File: src/rtl/tri_timer_ctrl.sv
// Triangle channel control stage: register state, 11-bit period timer,
// linear counter and length counter. Produces the sequencer advance strobe
// and the length-counter status bit for the channel status read.
module tri_timer_ctrl #(
    parameter bit MUTE_ULTRASONIC = 1'b0
) (
    input  logic       clk,
    input  logic       reset,
    input  logic       cpu_en,
    input  logic       reg_we,
    input  logic [1:0] reg_addr,
    input  logic [7:0] reg_wdata,
    input  logic       chan_enable,
    input  logic       quarter_frame,
    input  logic       half_frame,
    output logic       next_step,
    output logic       length_active
);

    logic [10:0] period;
    logic [10:0] timer;
    logic [6:0]  linear;
    logic [6:0]  lin_reload_val;
    logic        control;
    logic        reload_flag;
    logic [7:0]  length;

    logic        wr_ctrl;
    logic        wr_lo;
    logic        wr_hi;
    logic        ultrasonic;

    // Length load values indexed by the upper five bits of the $400B write.
    function automatic logic [7:0] len_lookup(input logic [4:0] idx);
        logic [7:0] val;
        case (idx)
            5'd0:    val = 8'd10;
            5'd1:    val = 8'd254;
            5'd2:    val = 8'd20;
            5'd3:    val = 8'd2;
            5'd4:    val = 8'd40;
            5'd5:    val = 8'd4;
            5'd6:    val = 8'd80;
            5'd7:    val = 8'd6;
            5'd8:    val = 8'd160;
            5'd9:    val = 8'd8;
            5'd10:   val = 8'd60;
            5'd11:   val = 8'd10;
            5'd12:   val = 8'd14;
            5'd13:   val = 8'd12;
            5'd14:   val = 8'd26;
            5'd15:   val = 8'd14;
            5'd16:   val = 8'd12;
            5'd17:   val = 8'd16;
            5'd18:   val = 8'd24;
            5'd19:   val = 8'd18;
            5'd20:   val = 8'd48;
            5'd21:   val = 8'd20;
            5'd22:   val = 8'd96;
            5'd23:   val = 8'd22;
            5'd24:   val = 8'd192;
            5'd25:   val = 8'd24;
            5'd26:   val = 8'd72;
            5'd27:   val = 8'd26;
            5'd28:   val = 8'd16;
            5'd29:   val = 8'd28;
            5'd30:   val = 8'd32;
            5'd31:   val = 8'd30;
            default: val = 8'd0;
        endcase
        return val;
    endfunction

    // Write strobes are only meaningful in enabled CPU cycles.
    assign wr_ctrl = cpu_en && reg_we && (reg_addr == 2'd0);
    assign wr_lo   = cpu_en && reg_we && (reg_addr == 2'd2);
    assign wr_hi   = cpu_en && reg_we && (reg_addr == 2'd3);

    assign ultrasonic = MUTE_ULTRASONIC && (period < 11'd2);

    // Strobe comes from registered state, so it lines up with the timer reload.
    assign next_step = cpu_en && (timer == 11'd0) && (linear != 7'd0) &&
                       (length != 8'd0) && !ultrasonic;

    assign length_active = (length != 8'd0);

    // CPU-visible register fields: control bit, linear reload value, period.
    always_ff @(posedge clk) begin
        if (reset) begin
            control        <= 1'b0;
            lin_reload_val <= 7'd0;
            period         <= 11'd0;
        end else if (wr_ctrl) begin
            control        <= reg_wdata[7];
            lin_reload_val <= reg_wdata[6:0];
        end else if (wr_lo) begin
            period[7:0]    <= reg_wdata;
        end else if (wr_hi) begin
            period[10:8]   <= reg_wdata[2:0];
        end
    end

    // Period timer: reloads on zero, otherwise counts down each enabled cycle.
    always_ff @(posedge clk) begin
        if (reset) begin
            timer <= 11'd0;
        end else if (cpu_en) begin
            if (timer == 11'd0) begin
                timer <= period;
            end else begin
                timer <= timer - 11'd1;
            end
        end
    end

    // Linear counter: reload from the latched value or count down to zero.
    always_ff @(posedge clk) begin
        if (reset) begin
            linear <= 7'd0;
        end else if (cpu_en && quarter_frame) begin
            if (reload_flag) begin
                linear <= lin_reload_val;
            end else if (linear != 7'd0) begin
                linear <= linear - 7'd1;
            end
        end
    end

    // Reload flag: set by a $400B write, which beats the quarter-frame clear.
    always_ff @(posedge clk) begin
        if (reset) begin
            reload_flag <= 1'b0;
        end else if (wr_hi) begin
            reload_flag <= 1'b1;
        end else if (cpu_en && quarter_frame && !control) begin
            reload_flag <= 1'b0;
        end
    end

    // Length counter: disable forces zero, then table load, then half-frame decrement.
    always_ff @(posedge clk) begin
        if (reset) begin
            length <= 8'd0;
        end else if (cpu_en) begin
            if (!chan_enable) begin
                length <= 8'd0;
            end else if (wr_hi) begin
                length <= len_lookup(reg_wdata[7:3]);
            end else if (half_frame && (length != 8'd0) && !control) begin
                length <= length - 8'd1;
            end
        end
    end

endmodule

File: config.mk
export PLATFORM = sky130hd
export DESIGN_NAME = tri_timer_ctrl
export DESIGN_NICKNAME = d
export VERILOG_FILES = /design/src/rtl/tri_timer_ctrl.sv
export SDC_FILE = /design/constraint.sdc
export NUM_CORES = 1
export LEC_CHECK = 0
export CAP_MARGIN = 20
export CELL_PAD_IN_SITES_DETAIL_PLACEMENT = 0
export CELL_PAD_IN_SITES_GLOBAL_PLACEMENT = 1
export CORE_MARGIN = 4
export CORE_UTILIZATION = 41
export CTS_BUF_LIST = sky130_fd_sc_hd__clkbuf_2 sky130_fd_sc_hd__clkbuf_4 sky130_fd_sc_hd__clkbuf_8
export DETAILED_ROUTE_END_ITERATION = 8
export PLACE_DENSITY = 0.78
export SYNTH_ARGS = -nofsm -noshare
export SYNTH_HDL_FRONTEND = slang
export SYNTH_SLANG_ARGS = --single-unit
File: constraint.sdc
create_clock -name clk -period 1.7 [get_ports clk]
set_clock_uncertainty 0.1 [all_clocks]
set_input_delay 0.255 -clock clk [delete_from_list [all_inputs] [get_ports clk]]
set_output_delay 0.255 -clock clk [all_outputs]
set_load 0.02 [all_outputs]
==> results_dict.tcl, run 1 <==
set metrics [dict create \
    worst_pin_slew_ns 0.472 \
    drc 0 \
    clockBufferDepth 2 \
    hold_buffers 0 \
    cp_cell_sequence "inv_2 > ha_1 > or4b_4 > or2_4 > nor3b_4 > buf_6" \
    place.gp.congestion 0.852 \
    cts_buffers 5 \
    grt_overflow 0 \
    final_cell_mix "94 x buf_4, 46 x nand2_1, 38 x dfxtp_1" \
    cts_root_buf "clkbuf_8" \
    port-buffer-count 18 \
    start_util_pct 42.6 \
    ant_nets 0 \
    slew_headroom_pct 67.7 \
    grt_setup_unrepaired "true" \
    maxCapViolCount 0 \
    synth.net_count 375 \
    drt_iter0_drc 110 \
    synth-seq-cells 46 \
    tritoncts "built" \
    yosysTopAreaCell "dfxtp_1" \
    synthTopCellsByArea "dfxtp_1 34%, nand2_1 6.5%, ha_1 5.5%, mux2i_1 5.5%, a21oi_1 4.9%" \
    hp-class "register to register" \
    grt_usage_pct 20.5 \
    period_minus_slack_ns 2.13 \
    cp_top_family "simple AND/OR/NAND/NOR gates" \
    reg2reg_from "length[1]$_SDFFE_PP0P_" \
    core_area_um2 6420 \
    wl_per_cell_um 14.8 \
    nets 482 \
    tns_ns -3.37 \
    slew_violations 0 \
    insertion_delay_ns 0.30 \
    hold-worst-slack_ns 0.359 \
    n_antenna_cell 0 \
    end_kind "primary output" \
    grt_max_degree 21 \
    final_cells 530 \
    fin_crit_sh_pct 126 \
    start_kind "register" \
    path_buf_inv 2 \
    critPathMaxFanout 2 \
    antenna_found_initial 0 \
    yosysWarningCount 0 \
    finalPower_w 0.00615 \
    critPathArrivalTime_ns 1.78 \
    dp_hpwl_um 5850 \
    grt_first_pass_wirelength_um 12700 \
    drive_above_1_share_pct 36.2 \
    dp_cells 511 \
    area_growth_pct 47.3 \
    io_pins 19 \
    vias 2872 \
    ctsHtreeMaxLevel 2 \
    async_flop_share_pct 0 \
    synth_edf_count 0 \
    yosysSeqAreaShare_pct 33.7 \
    status "finished with violations" \
    layout_commonest_cell "buf_4" \
    dieArea_um2 8040 \
    wl_um 7850 \
    min-delay-start "period[1]$_SDFFE_PP0P_" \
    violations "setup timing" \
    reg2reg_depth 9 \
    vias_per_cell 5.42 \
    fin_ws_ns -0.434 \
    die_h_um 89.7 \
    synth_top_flop_cell "dfxtp_1" \
    pre_cts_slack_ns -0.543 \
    clk_pin_slew_ns 0.08 \
    hold_viol 0 \
    holdPathStages 2 \
    grt_pass1_vias 2738 \
    cts.sink_count 46 \
    cp_num_cells 6 \
    synth_top_area_share_pct 33.7 \
    p_leak_nw 1.69 \
    crit_required_ns 1.34 \
    rows 29 \
    path_class "register to primary output" \
    finalSetupViolCount 20 \
    ys_types 58 \
    avgSynthCellArea_um2 7.90 \
    netlist_instances 346 \
    firstDrtPassIters 4 \
    die_w_um 89.7 \
    synthesis.area_um2 2740 \
    powerDensity_nw_per_um2 1530 \
    cpPeakStageDelay_ns 0.45 \
    irDropWorstVdd_mv 0.682 \
    crit_slowest_cell "or4b_4" \
    crit_start "length[1]$_SDFFE_PP0P_" \
    max_freq_mhz 469 \
]
[metrics by stage]
| stage | utilization (%) | area [um^2] |
|---|---|---|
| 2_1_floorplan | - | 2770 |
| 3_3_place_gp | 56.7 | 3640 |
| 3_5_place_dp | 56.7 | 3640 |
| 4_1_cts | 60.7 | 3900 |
| 5_1_grt | 62.8 | 4030 |
| 6_report | 62.8 | 4030 |
[sequential cells by signal, summed over array words and instances (netlist names)]
register,count
control,1
period,11
linear,7
reload_flag,1
length,8
timer,11
lin_reload_val,7
[final cells by class]
type,count,area [um^2]
well taps,77,96.3
fillers,578,2390
clock inverters,1,30.0
clock buffers,6,82.6
multi-input cells,265,1860
inverters,16,60.1
repair buffers,119,967
flip-flops and latches,46,931
[cells by family (layout without fill, tap and decap cells)]
family	Yosys count	in the layout	share of synthesized area, %
simple gates	142	142	26.3
compound gates	89	89	21.6
flops	46	46	33.7
buf+inv	35	142	4.89
mux	19	19	7.14
fa+ha+maj	12	12	5.49
xor+xnor	3	3	0.961
[routing by layer]
layer / global-route usage (%) / up-vias / wire length, um
met5: 0 / - / 0
met4: 5.14 / 0 / 94
met3: 3.01 / 8 / 229
met2: 36.6 / 44 / 3860
met1: 25.8 / 1353 / 3660
li1: - / 1467 / -
[power breakdown]
group,internal (W),total [W],switching (W),leakage [nW]
Sequential,0.00128,0.00141,0.000128,0.377
Clock,0.000471,0.000849,0.000378,0.0573
Combinational,0.00219,0.00389,0.00170,1.25
[cells in the mapped netlist (all sizes together), types with 2 or more instances]
library cell and instances:
o21ai 20, nand3 11, o211ai 5, mux2 4, nand2b 5, dfxtp 46, nor3b 7, a2111oi 4
nand2 47, nor3 10, nor2 33, a41oi 2, o41ai 2, xor2 2, mux2i 15, clkbuf 14
o21a 3, and3 3, a211oi 2, ha 12, or4 3, and4 2, a32o 3, nor2b 2
buf 5, nor4 2, a22oi 6, and2 2, o22ai 2, or2 4, nand4b 2, a31oi 5
nand4 4, inv 16, a21oi 27
[final timing paths]
path	to	slack (ns)
min	period[1]$_SDFFE_PP0P_	0.36
min reg2reg	period[1]$_SDFFE_PP0P_	0.36
max reg2reg	length[3]$_SDFFE_PP0P_	-0.25
max	next_step	-0.43
[worst register-to-register path, delay by kind of cell (launching register included)]
family,cells,cell delay [ns]
compound gates,4,0.52
fa+ha+maj,1,0.12
buf+inv,3,0.37
flops,1,0.33
simple gates,1,0.45
[timing repair]
| action | 4_1_cts | 5_1_grt |
|---|---|---|
| pin swaps | 14 | 9 |
| buffers inserted | 7 | 6 |
| resized for setup | 41 | 22 |
| setup endpoints to repair | 22 | 30 |
No activity file was read; power rests on OpenSTA's default activity.
==> run 2, diff against run 1 <==
--- a/config.mk
+++ b/config.mk
@@ -12,7 +12,7 @@
 export CORE_UTILIZATION = 41
 export CTS_BUF_LIST = sky130_fd_sc_hd__clkbuf_2 sky130_fd_sc_hd__clkbuf_4 sky130_fd_sc_hd__clkbuf_8
 export DETAILED_ROUTE_END_ITERATION = 8
-export PLACE_DENSITY = 0.78
+export PLACE_DENSITY_LB_ADDON = 0.1
 export SYNTH_ARGS = -nofsm -noshare
 export SYNTH_HDL_FRONTEND = slang
 export SYNTH_SLANG_ARGS = --single-unit
==> run 2 against run 1 <==
The flow still finishes with violations (setup timing); flip-flop and latch count unchanged; count of clock-buffer cells in the layout increased by 1; clock power decreased by 21%; via count decreased by 0.63%; register-to-register slack got worse by 0.04 ns; worst hold slack about the same; sequential share of layout area decreased by 0.39 points; sequential power about the same; core utilization increased by 1.1 points; non-clock buffer count unchanged; cell count unchanged; maximum frequency decreased by 1.5%; largest power group unchanged.
==> results_dict.tcl, run 2 (synthesis results as in run 1) <==
set metrics [dict create \
    grt_setup_unrepaired "true" \
    cts.sink_count 46 \
    finalPower_w 0.00625 \
    place.gp.congestion 0.881 \
    period_minus_slack_ns 2.17 \
    io_pins 19 \
    antenna_found_initial 0 \
    drive_above_1_share_pct 39.1 \
    firstDrtPassIters 4 \
    hp-class "register to register" \
    p_leak_nw 1.70 \
    dp_hpwl_um 6010 \
    grt_overflow 0 \
    tritoncts "built" \
    nets 482 \
    hold_path_end "period[2]$_SDFFE_PP0P_" \
    crit_required_ns 1.34 \
    slew_violations 0 \
    n_antenna_cell 0 \
    slew_headroom_pct 70.2 \
    grt_usage_pct 20.8 \
    maxCapViolCount 0 \
    start_util_pct 42.6 \
    grt_pass1_vias 2727 \
    cts_buffers 5 \
    start_kind "register" \
    holdPathStages 2 \
    violations "setup timing" \
    drt_iter0_drc 134 \
    end_kind "primary output" \
    crit_slowest_cell "or4b_4" \
    wl_um 7930 \
    irDropWorstVdd_mv 0.593 \
    area_growth_pct 49.9 \
    grt_max_degree 27 \
    die_w_um 89.7 \
    fin_ws_ns -0.466 \
    status "finished with violations" \
    r2r-end "length[3]$_SDFFE_PP0P_" \
    critPathArrivalTime_ns 1.81 \
    insertion_delay_ns 0.30 \
    wl_per_cell_um 15.0 \
    ctsHtreeMaxLevel 2 \
    ant_nets 0 \
    critPathMaxFanout 2 \
    rows 29 \
    clockBufferDepth 2 \
    max_freq_mhz 462 \
    port-buffer-count 18 \
    cts_root_buf "clkbuf_8" \
    vias 2854 \
    finalSetupViolCount 20 \
    path_class "register to primary output" \
    worst_pin_slew_ns 0.447 \
    hold_viol 0 \
    core_area_um2 6420 \
    tns_ns -3.82 \
    final_cell_mix "91 x buf_4, 43 x nand2_1, 38 x dfxtp_1" \
    cpPeakStageDelay_ns 0.46 \
    cp_cell_sequence "inv_2 > ha_4 > or4b_4 > or2_4 > nor3b_4 > buf_6" \
    reg2reg_slack_ns -0.29 \
    reg2reg_depth 9 \
    drc 0 \
    vias_per_cell 5.38 \
    clk_pin_slew_ns 0.08 \
    fin_crit_sh_pct 127 \
    die_h_um 89.7 \
    powerDensity_nw_per_um2 1520 \
    reg2reg_from "length[0]$_SDFFE_PP0P_" \
    grt_first_pass_wirelength_um 12900 \
    hold_buffers 0 \
    dieArea_um2 8040 \
    layout_commonest_cell "buf_4" \
    min-delay-start "period[2]$_SDFFE_PP0P_" \
    top_regs "period x11, timer x11, length x8" \
]
[run 2: power breakdown]
part	internal, W	switching (W)
Clock	0.000316	0.000354
Sequential	0.00128	0.000134
Combinational	0.00236	0.00180
Total	0.00396	0.00228
[run 2: worst max path at each step]
stage                                      start         to  slack [ns]  depth (start not counted)
after floorplan           length[0]$_SDFFE_PP0P_  next_step       -0.09                          5
after global placement    length[1]$_SDFFE_PP0P_  next_step       -0.55                          6
after detailed placement  length[1]$_SDFFE_PP0P_  next_step       -0.58                          6
after CTS                 length[0]$_SDFFE_PP0P_  next_step       -0.47                          6
after global routing      length[0]$_SDFFE_PP0P_  next_step       -0.51                          6
final                     length[0]$_SDFFE_PP0P_  next_step       -0.47                          6
[run 2: what timing repair did]
item / in CTS / in global routing
gates resized for setup: 30 / 49
setup buffers: 4 / 7
cloned: 0 / 0
endpoints found under the setup margin: 24 / 37
pin swaps: 7 / 22
[run 2: layer usage]
metal  vias up  part of all wire [%]  GRT usage [%]
met3         8                   2.4           3.47
met1      1347                    46           26.5
met2        38                    50           36.2
met5         -                     0              0
li1       1461                     -              -
met4         0                   1.1           5.82
[run 2: worst max-delay path: cells and delay by family (launching register included)]
kind / cells / cell delay (ns)
buffers and inverters: 2 / 0.20
adders and majority gates: 1 / 0.12
DFF: 1 / 0.33
and+or+nand+nor: 3 / 0.87
[run 2: through the flow]
stage | instances | cell area [um^2] | util, % | hold slack, ns | setup slack, ns
finish | 530 | 4100 | 63.8 | 0.358 | -0.466
global route | 530 | 4100 | 63.8 | 0.382 | -0.515
CTS | 525 | 3860 | 60.1 | 0.361 | -0.472
detailed placement | 514 | 3680 | 57.3 | 0.350 | -0.577
global placement | 514 | 3680 | 57.3 | 0.348 | -0.546
floorplan | 346 | 2770 | - | 0.245 | -0.0880
[run 2: layout make-up]
type | instances | area [um^2]
Sequential cell | 46 | 931
Inverter | 16 | 60.1
Timing Repair Buffer | 119 | 987
Clock buffer | 7 | 83.8
Tap cell | 77 | 96.3
Multi-Input combinational cell | 265 | 1940
Fill cell | 597 | 2320
==> run 3, diff against run 2 <==
--- a/config.mk
+++ b/config.mk
@@ -13,6 +13,7 @@
 export CTS_BUF_LIST = sky130_fd_sc_hd__clkbuf_2 sky130_fd_sc_hd__clkbuf_4 sky130_fd_sc_hd__clkbuf_8
 export DETAILED_ROUTE_END_ITERATION = 8
 export PLACE_DENSITY_LB_ADDON = 0.1
+export SETUP_SLACK_MARGIN = 0.4
 export SYNTH_ARGS = -nofsm -noshare
 export SYNTH_HDL_FRONTEND = slang
 export SYNTH_SLANG_ARGS = --single-unit
==> run 3 against run 2 <==
Flip-flop and latch count stayed put; sequential power hardly changed; global-route usage is 1.3 points higher; critical path type unchanged; design area is 5.1% higher; maximum frequency is 0.65% lower; via count is 2.3% higher; die area stayed put; highest routed layer unchanged; sequential share of layout area is 1.0 points lower; total power is 7.9% higher; largest power group unchanged; register-to-register slack worse by 0.04 ns; the flow still finishes with violations (setup timing); clock power is 26% higher.
==> results_dict.tcl, run 3 (synthesis results as in run 1) <==
set metrics [dict create \
    vias_per_cell 5.44 \
    dp_hpwl_um 6110 \
    hp-class "register to register" \
    start_util_pct 42.6 \
    area_growth_pct 57.5 \
    firstDrtPassIters 4 \
    cp_top_family "simple AND/OR/NAND/NOR gates" \
    grt_max_degree 37 \
    grt_usage_pct 22.1 \
    violations "setup timing" \
    ctsHtreeMaxLevel 2 \
    core_area_um2 6420 \
    period_minus_slack_ns 2.18 \
    start_kind "register" \
    final_cell_mix "84 x buf_4, 43 x nand2_1, 35 x dfxtp_1" \
    grt_pass1_vias 2961 \
    holdPathStages 2 \
    clk_pin_slew_ns 0.09 \
    nets 488 \
    cts.sink_count 46 \
    clockBufferDepth 2 \
    grt_setup_unrepaired "true" \
    drt_iter0_drc 137 \
    wl_per_cell_um 15.7 \
    maxCapViolCount 0 \
    layout_commonest_cell "buf_4" \
    utilization_pct 67.1 \
    antenna_found_initial 0 \
    cp_num_cells 6 \
    finalSetupViolCount 22 \
    port-buffer-count 18 \
    grt_overflow 0 \
    rows 29 \
    drive_above_1_share_pct 41.7 \
    worst_pin_slew_ns 0.380 \
    hold_viol 0 \
    tritoncts "built" \
    drc 0 \
    path_buf_inv 2 \
    wl_um 8430 \
    hold_buffers 0 \
    die_w_um 89.7 \
    hold-worst-slack_ns 0.360 \
    cts_buffers 5 \
    cts_root_buf "clkbuf_8" \
    io_pins 19 \
    dieArea_um2 8040 \
    fin_crit_sh_pct 128 \
    powerDensity_nw_per_um2 1560 \
    path_class "register to primary output" \
    insertion_delay_ns 0.30 \
    status "finished with violations" \
    critPathArrivalTime_ns 1.82 \
    slew_headroom_pct 74.0 \
    slew_violations 0 \
    cp_cell_sequence "inv_2 > ha_4 > or4b_4 > or2_4 > nor3b_4 > buf_6" \
    crit_slowest_cell "or4b_4" \
    grt_first_pass_wirelength_um 13800 \
    reg2reg_slack_ns -0.33 \
    fill_cells 556 \
    ant_nets 0 \
    irDropWorstVdd_mv 0.673 \
    p_leak_nw 1.79 \
    reg2reg_depth 8 \
    n_antenna_cell 0 \
    max_freq_mhz 459 \
    crit_required_ns 1.34 \
    die_h_um 89.7 \
    end_kind "primary output" \
    place.gp.congestion 0.875 \
    fin_ws_ns -0.480 \
    vias 2920 \
    top_regs "period x11, timer x11, length x8" \
    critPathMaxFanout 2 \
    cpPeakStageDelay_ns 0.45 \
]
==> run 3: power breakdown <==
part | total (W) | switching [W] | internal [W]
Sequential | 0.00145 | 0.000162 | 0.00129
Combinational | 0.00444 | 0.00197 | 0.00247
Clock | 0.000844 | 0.000389 | 0.000455
Total | 0.00674 | 0.00252 | 0.00422
==> run 3: cell type report <==
cell class | instances | area [um^2] | share of cell area (%)
timing repair buffer | 125 | 1070 | 24.9
inverter | 16 | 60.1 | 1.39
clock inverter | 2 | 37.5 | 0.871
sequential | 46 | 935 | 21.7
tap | 77 | 96.3 | 2.24
clock buffer | 6 | 76.3 | 1.77
multi-input combinational | 265 | 2030 | 47.2
==> run 3: stage by stage <==
| stage | worst slack (ns) | std cells | TNS [ns] | total power, W | area, um^2 |
|---|---|---|---|---|---|
| after floorplan | -0.0880 | 346 | -0.565 | 0.00359 | 2920 |
| after CTS | -0.479 | 533 | -3.69 | 0.00636 | 4190 |
| after detailed placement | -0.606 | 512 | -11.22 | 0.00480 | 3780 |
| after global routing | -0.521 | 537 | -5.91 | 0.00718 | 4310 |
| final | -0.480 | 537 | -4.32 | 0.00674 | 4310 |
| after global placement | -0.589 | 512 | -10.47 | 0.00473 | 3780 |
==> run 3: path summary, 6_finish.rpt <==
check,startpoint,end
min reg2reg,period[8]$_SDFFE_PP0P_,period[8]$_SDFFE_PP0P_
min,period[8]$_SDFFE_PP0P_,period[8]$_SDFFE_PP0P_
max reg2reg,length[1]$_SDFFE_PP0P_,length[7]$_SDFFE_PP0P_
max,length[0]$_SDFFE_PP0P_,next_step
==> run 3: tightest hold or removal path, delay by kind of cell (launching register included) <==
kind | cells | cell delay, ns
flops | 1 | 0.31
simple gates | 1 | 0.05
compound gates | 1 | 0.05
==> run 3: timing repair <==
action,CTS,global route
setup buffers,13,4
setup endpoints to repair,48,36
pin swaps,17,21
gates resized for setup,65,25
==> run 3: routing by layer <==
metal  track usage, %  up-vias  wire, um
li1                 -     1480         -
met1             27.0     1374      3740
met2             39.4       52      4280
met3             3.92       14       241
met4             6.77        0       167
met5                0        -         0
==> variant 1, RTL diff (config.mk and constraints of run 3) <==
Reset style: asynchronous (`reset`), changed in 5 clocked blocks.
--- a/src/rtl/tri_timer_ctrl.sv
+++ b/src/rtl/tri_timer_ctrl.sv
@@ -86,5 +86,5 @@
 
     // CPU-visible register fields: control bit, linear reload value, period.
-    always_ff @(posedge clk) begin
+    always_ff @(posedge clk or posedge reset) begin
         if (reset) begin
             control        <= 1'b0;
@@ -102,5 +102,5 @@
 
     // Period timer: reloads on zero, otherwise counts down each enabled cycle.
-    always_ff @(posedge clk) begin
+    always_ff @(posedge clk or posedge reset) begin
         if (reset) begin
             timer <= 11'd0;
@@ -115,5 +115,5 @@
 
     // Linear counter: reload from the latched value or count down to zero.
-    always_ff @(posedge clk) begin
+    always_ff @(posedge clk or posedge reset) begin
         if (reset) begin
             linear <= 7'd0;
@@ -128,5 +128,5 @@
 
     // Reload flag: set by a $400B write, which beats the quarter-frame clear.
-    always_ff @(posedge clk) begin
+    always_ff @(posedge clk or posedge reset) begin
         if (reset) begin
             reload_flag <= 1'b0;
@@ -139,5 +139,5 @@
 
     // Length counter: disable forces zero, then table load, then half-frame decrement.
-    always_ff @(posedge clk) begin
+    always_ff @(posedge clk or posedge reset) begin
         if (reset) begin
             length <= 8'd0;
Check against the original RTL: differs if reset is asserted again (counterexample within 4 cycles, from zero or initial values and one cycle with reset high); with reset held inactive, the same outputs for 4 cycles.
==> variant 1 against run 3 <==
- the run still ends with setup timing left
- setup slack got worse by 0.22 ns
- register-to-register slack lost 0.35 ns
- first-iteration DRC count decreased by 14%
- total power fell by 19%
- area after synthesis is 0.18% lower
- cell count shrank 7.4%
- wire length down 8.3%
- die area is 0.17% lower
- design area down 1.8%
- worst hold slack worse by 0.098 ns
- sequential cell count is the same
- global-route usage shrank 1.6 points
- critical endpoint unchanged
- largest cell class unchanged
==> variant 1: results (changes against run 3) <==
status=finished, violations left; failing checks=setup timing; NonClk Buf Share=25.2% (+0.36 points); antenna cells=0 (unchanged); tap cell count=77 (unchanged); Crit-path slowest cell=or4b_4; grt met1 use=27.8% (+0.81 points); fraction of area in multi-input gates=41.5% (-5.7 points); hpwl dp=5480 um (-10%); Total Nets Final=448 (-8.2%); Worst-path clk slew=0.09 ns (about the same); via count=2,716 (-7.0%); Post-synth top cells=46 x dfrtp_1, 37 x nand2_1, 29 x o21ai_0; M2 GR Usage=34.7% (-4.7 points); post-CTS sizing=60 (-7.7%); Placement Cell Area=3740 sq um (-1.1%); Iter 0 DRT Violations=118 (-14%); register area share after synthesis=42.2% (+8.5 points); Synth Flop Type=dfrtp_1; final setup fails=20 (-9.1%); routed wl met2=3720 um (-13%); Leak=1.95 nW (+9.0%); Max IR drop VDD=821 uV (+22%); FFs & Latches=46 (unchanged); fin worst setup slack=-0.701 ns (-0.221 ns); buffers outside the clock class=122 (-2.4%); asr flop ratio synth=100% (+100 points); met3 wire len=304 um (+26%); Post-Syn Nets=335 (-11%); post-CTS setup buffer count=12 (-1); comb_multi_in=228 (-14%); Crit path largest cell delay=0.47 ns (+0.02 ns); initial antenna violation count=0 (unchanged); crit path max fanout=2 (unchanged); Clk Latency, worst-skew pair=0.29 ns; routability cong.=0.810 (-7.5%); M1 WL=3620 um (-3.1%); clock buffer depth=2 (unchanged); share of layout cells above drive strength 1=43.3% (+1.6 points); worst hold path class=in2async; DRT Wirelength=7730 um (-8.3%); GRT Util Overall=20.5% (-1.6 points); Fill cells=536 (-3.6%); M3 GR Usage=2.46% (-1.5 points); final hold violation count=0 (unchanged); Worst EP arrival=2.05 ns (+0.23 ns); Seq area share=27.2% (+5.5 points); worst rel slew slack=67.3% (-6.6 points); top cells by area, synth=dfrtp_1 42%, ha_1 5.5%, mux2_2 5.4%, o21ai_0 5.3%, nand2_1 5.1%; clock buffers=6 (unchanged); Final Core Density=65.9% (-1.2 points); first-pass GRT wire length=12,800 um (-7.3%); largest net degree at the start of global routing=47 (+27%); clock network area share=2.25% (-0.40 points); DRT Pass-1 Iters=4 (unchanged); Synth cell types=50 (-14%)
-- variant 1: critical path, delay by kind of cell, from the launching register on --
kind / cells / cell delay [ns]
adder cells (fa/ha/maj): 1 / 0.13
buffers and inverters: 2 / 0.19
flip-flops: 1 / 0.39
AND/OR/NAND/NOR: 3 / 1.05
-- variant 1: metrics by stage --
| step | hold WS [ns] | setup slack [ns] | setup TNS, ns | instances |
|---|---|---|---|---|
| 2_1_floorplan | 0.172 | -0.645 | -6.02 | 306 |
| 3_3_place_gp | 0.371 | -0.831 | -14.81 | 471 |
| 3_5_place_dp | 0.375 | -0.857 | -14.45 | 471 |
| 4_1_cts | 0.269 | -0.714 | -7.91 | 492 |
| 5_1_grt | 0.282 | -0.775 | -9.70 | 497 |
| 6_report | 0.262 | -0.701 | -8.00 | 497 |
-- variant 1: cell families (layout without fill, tap and decap cells) --
group,count (synthesis),count (layout),synth area share (%)
and+or+nand+nor,106,106,19.3
AOI/OAI and AO/OA,93,93,21.0
DFF,46,46,42.2
buffers and inverters,32,146,4.67
muxes,17,17,7.33
adders and majority gates,12,12,5.50
-- variant 1: where the power goes --
| part | internal (mW) | leakage [nW] | switching, mW | total [mW] |
|---|---|---|---|---|
| clock network | 0.327 | 0.0472 | 0.371 | 0.698 |
| registers | 1.47 | 0.565 | 0.259 | 1.72 |
| logic | 1.65 | 1.34 | 1.42 | 3.07 |
| total | 3.44 | 1.95 | 2.05 | 5.49 |
-- variant 1: worst paths after layout --
kind	startpoint	to	slack, ns	cells past startpoint
setup reg to reg	timer[1]	timer[5]	-0.68	7
min in group clk	period[8]	period[8]	0.39	2
hold / removal	reset	period[3]	0.26	3
setup / recovery	timer[1]	next_step	-0.70	6
max in group asynchronous	reset	linear[4]	1.00	3
hold reg to reg	period[8]	period[8]	0.39	2
==> variant 2, RTL diff (settings of run 3) <==
Made on the original files. The parameter `MUTE_ULTRASONIC` goes from 1'b0 to 1'b1.
--- a/src/rtl/tri_timer_ctrl.sv
+++ b/src/rtl/tri_timer_ctrl.sv
@@ -3,5 +3,5 @@
 // and the length-counter status bit for the channel status read.
 module tri_timer_ctrl #(
-    parameter bit MUTE_ULTRASONIC = 1'b0
+    parameter bit MUTE_ULTRASONIC = 1'b1
 ) (
     input  logic       clk,
Function: changed (a bounded check fails within 4 cycles, from zero or initial values and one cycle with reset high).
==> variant 2 against run 3 <==
- the flow still finishes with violations (setup timing)
- setup slack lost 0.22 ns
- wire length grew 14%
- die area grew 3.7%
- sequential cell count is the same
- fmax shrank 9.1%
- core utilization grew 1.6 points
- total power shrank 4.3%
- design area grew 7.7%
- area after synthesis grew 4.1%
- largest power group unchanged
- highest routed layer unchanged
==> variant 2: results (changes against run 3) <==
status=finished, violations left; failing checks=setup timing; WHS Path Cells=3 (+1); GRT Util Overall=23.2% (+1.1 points); crit path max fanout=8 (+6); clock buffers=5 (-1); Seq area share=20.2% (-1.5 points); path depth of the worst reg2reg path=9 (+1); fin worst setup slack=-0.698 ns (-0.219 ns); hold path startpoint=cpu_en; first-pass GRT wire length=15,800 um (+14%); via count=3,342 (+14%); Total Nets Final=525 (+7.6%); hpwl dp=6820 um (+12%); R2R Path End=timer[2]; Iter 0 DRT Violations=153 (+12%); routability cong.=0.963 (+10%); Setup WS pre-CTS=-0.793 ns (-0.187 ns); area of the multi-input gates=2190 sq um (+7.6%); invs w/o clock=20 (+4); DRT Wirelength=9630 um (+14%); post-synthesis mux area share=2.15% (-5.0 points); Post-Synth Adder-Cell Area=5.27% (-0.21 points); Placement Cell Area=4070 sq um (+7.7%); P per Cell Area=1390 nW/um^2 (-11%); buffers outside the clock class=146 (+17%); final setup fails=13 (-41%); worst hold path class=in2reg; Post-synth top cells=59 x nand2_1, 46 x dfxtp_1, 39 x a21oi_1; NonClk Buf Share=26.7% (+1.8 points); Synth Area in Compound Gates=26.7% (+5.1 points); vias in the first global route=3,220 (+8.7%); comb_multi_in=277 (+4.5%); clock network area share=2.00% (-0.65 points); hold worst-path end=timer[0]; share of layout cells above drive strength 1=46.7% (+4.9 points); Post-Syn Nets=394 (+5.1%); Final Core Density=68.7% (+1.6 points)
[variant 2: worst max-delay path, delay by kind of cell (launching register included)]
kind,cells,cell delay [ns]
compound gates,2,0.35
buf+inv,4,0.47
fa+ha+maj,1,0.14
simple gates,2,0.89
flops,1,0.34
[variant 2: repair_timing]
item	4_1_cts	5_1_grt
setup buffers	11	12
pin swaps	21	17
resized for setup	75	21
hold buffers	0	0
gates cloned	1	0
setup endpoints to repair	48	33
[variant 2: per-stage QoR]
| stage | cells | hold WS [ns] |
|---|---|---|
| after global placement | 545 | 0.348 |
| final | 577 | 0.212 |
| after CTS | 565 | 0.246 |
| after global routing | 577 | 0.228 |
| after detailed placement | 545 | 0.355 |
| after floorplan | 365 | 0.291 |
[variant 2: per-layer routing]
layer	vias to the layer above	GRT usage (%)	part of all wire (%)
met5	-	0	0
met4	0	7.41	2.2
met3	20	2.90	5.1
met2	95	38.7	48
met1	1609	31.1	45
li1	1618	-	-
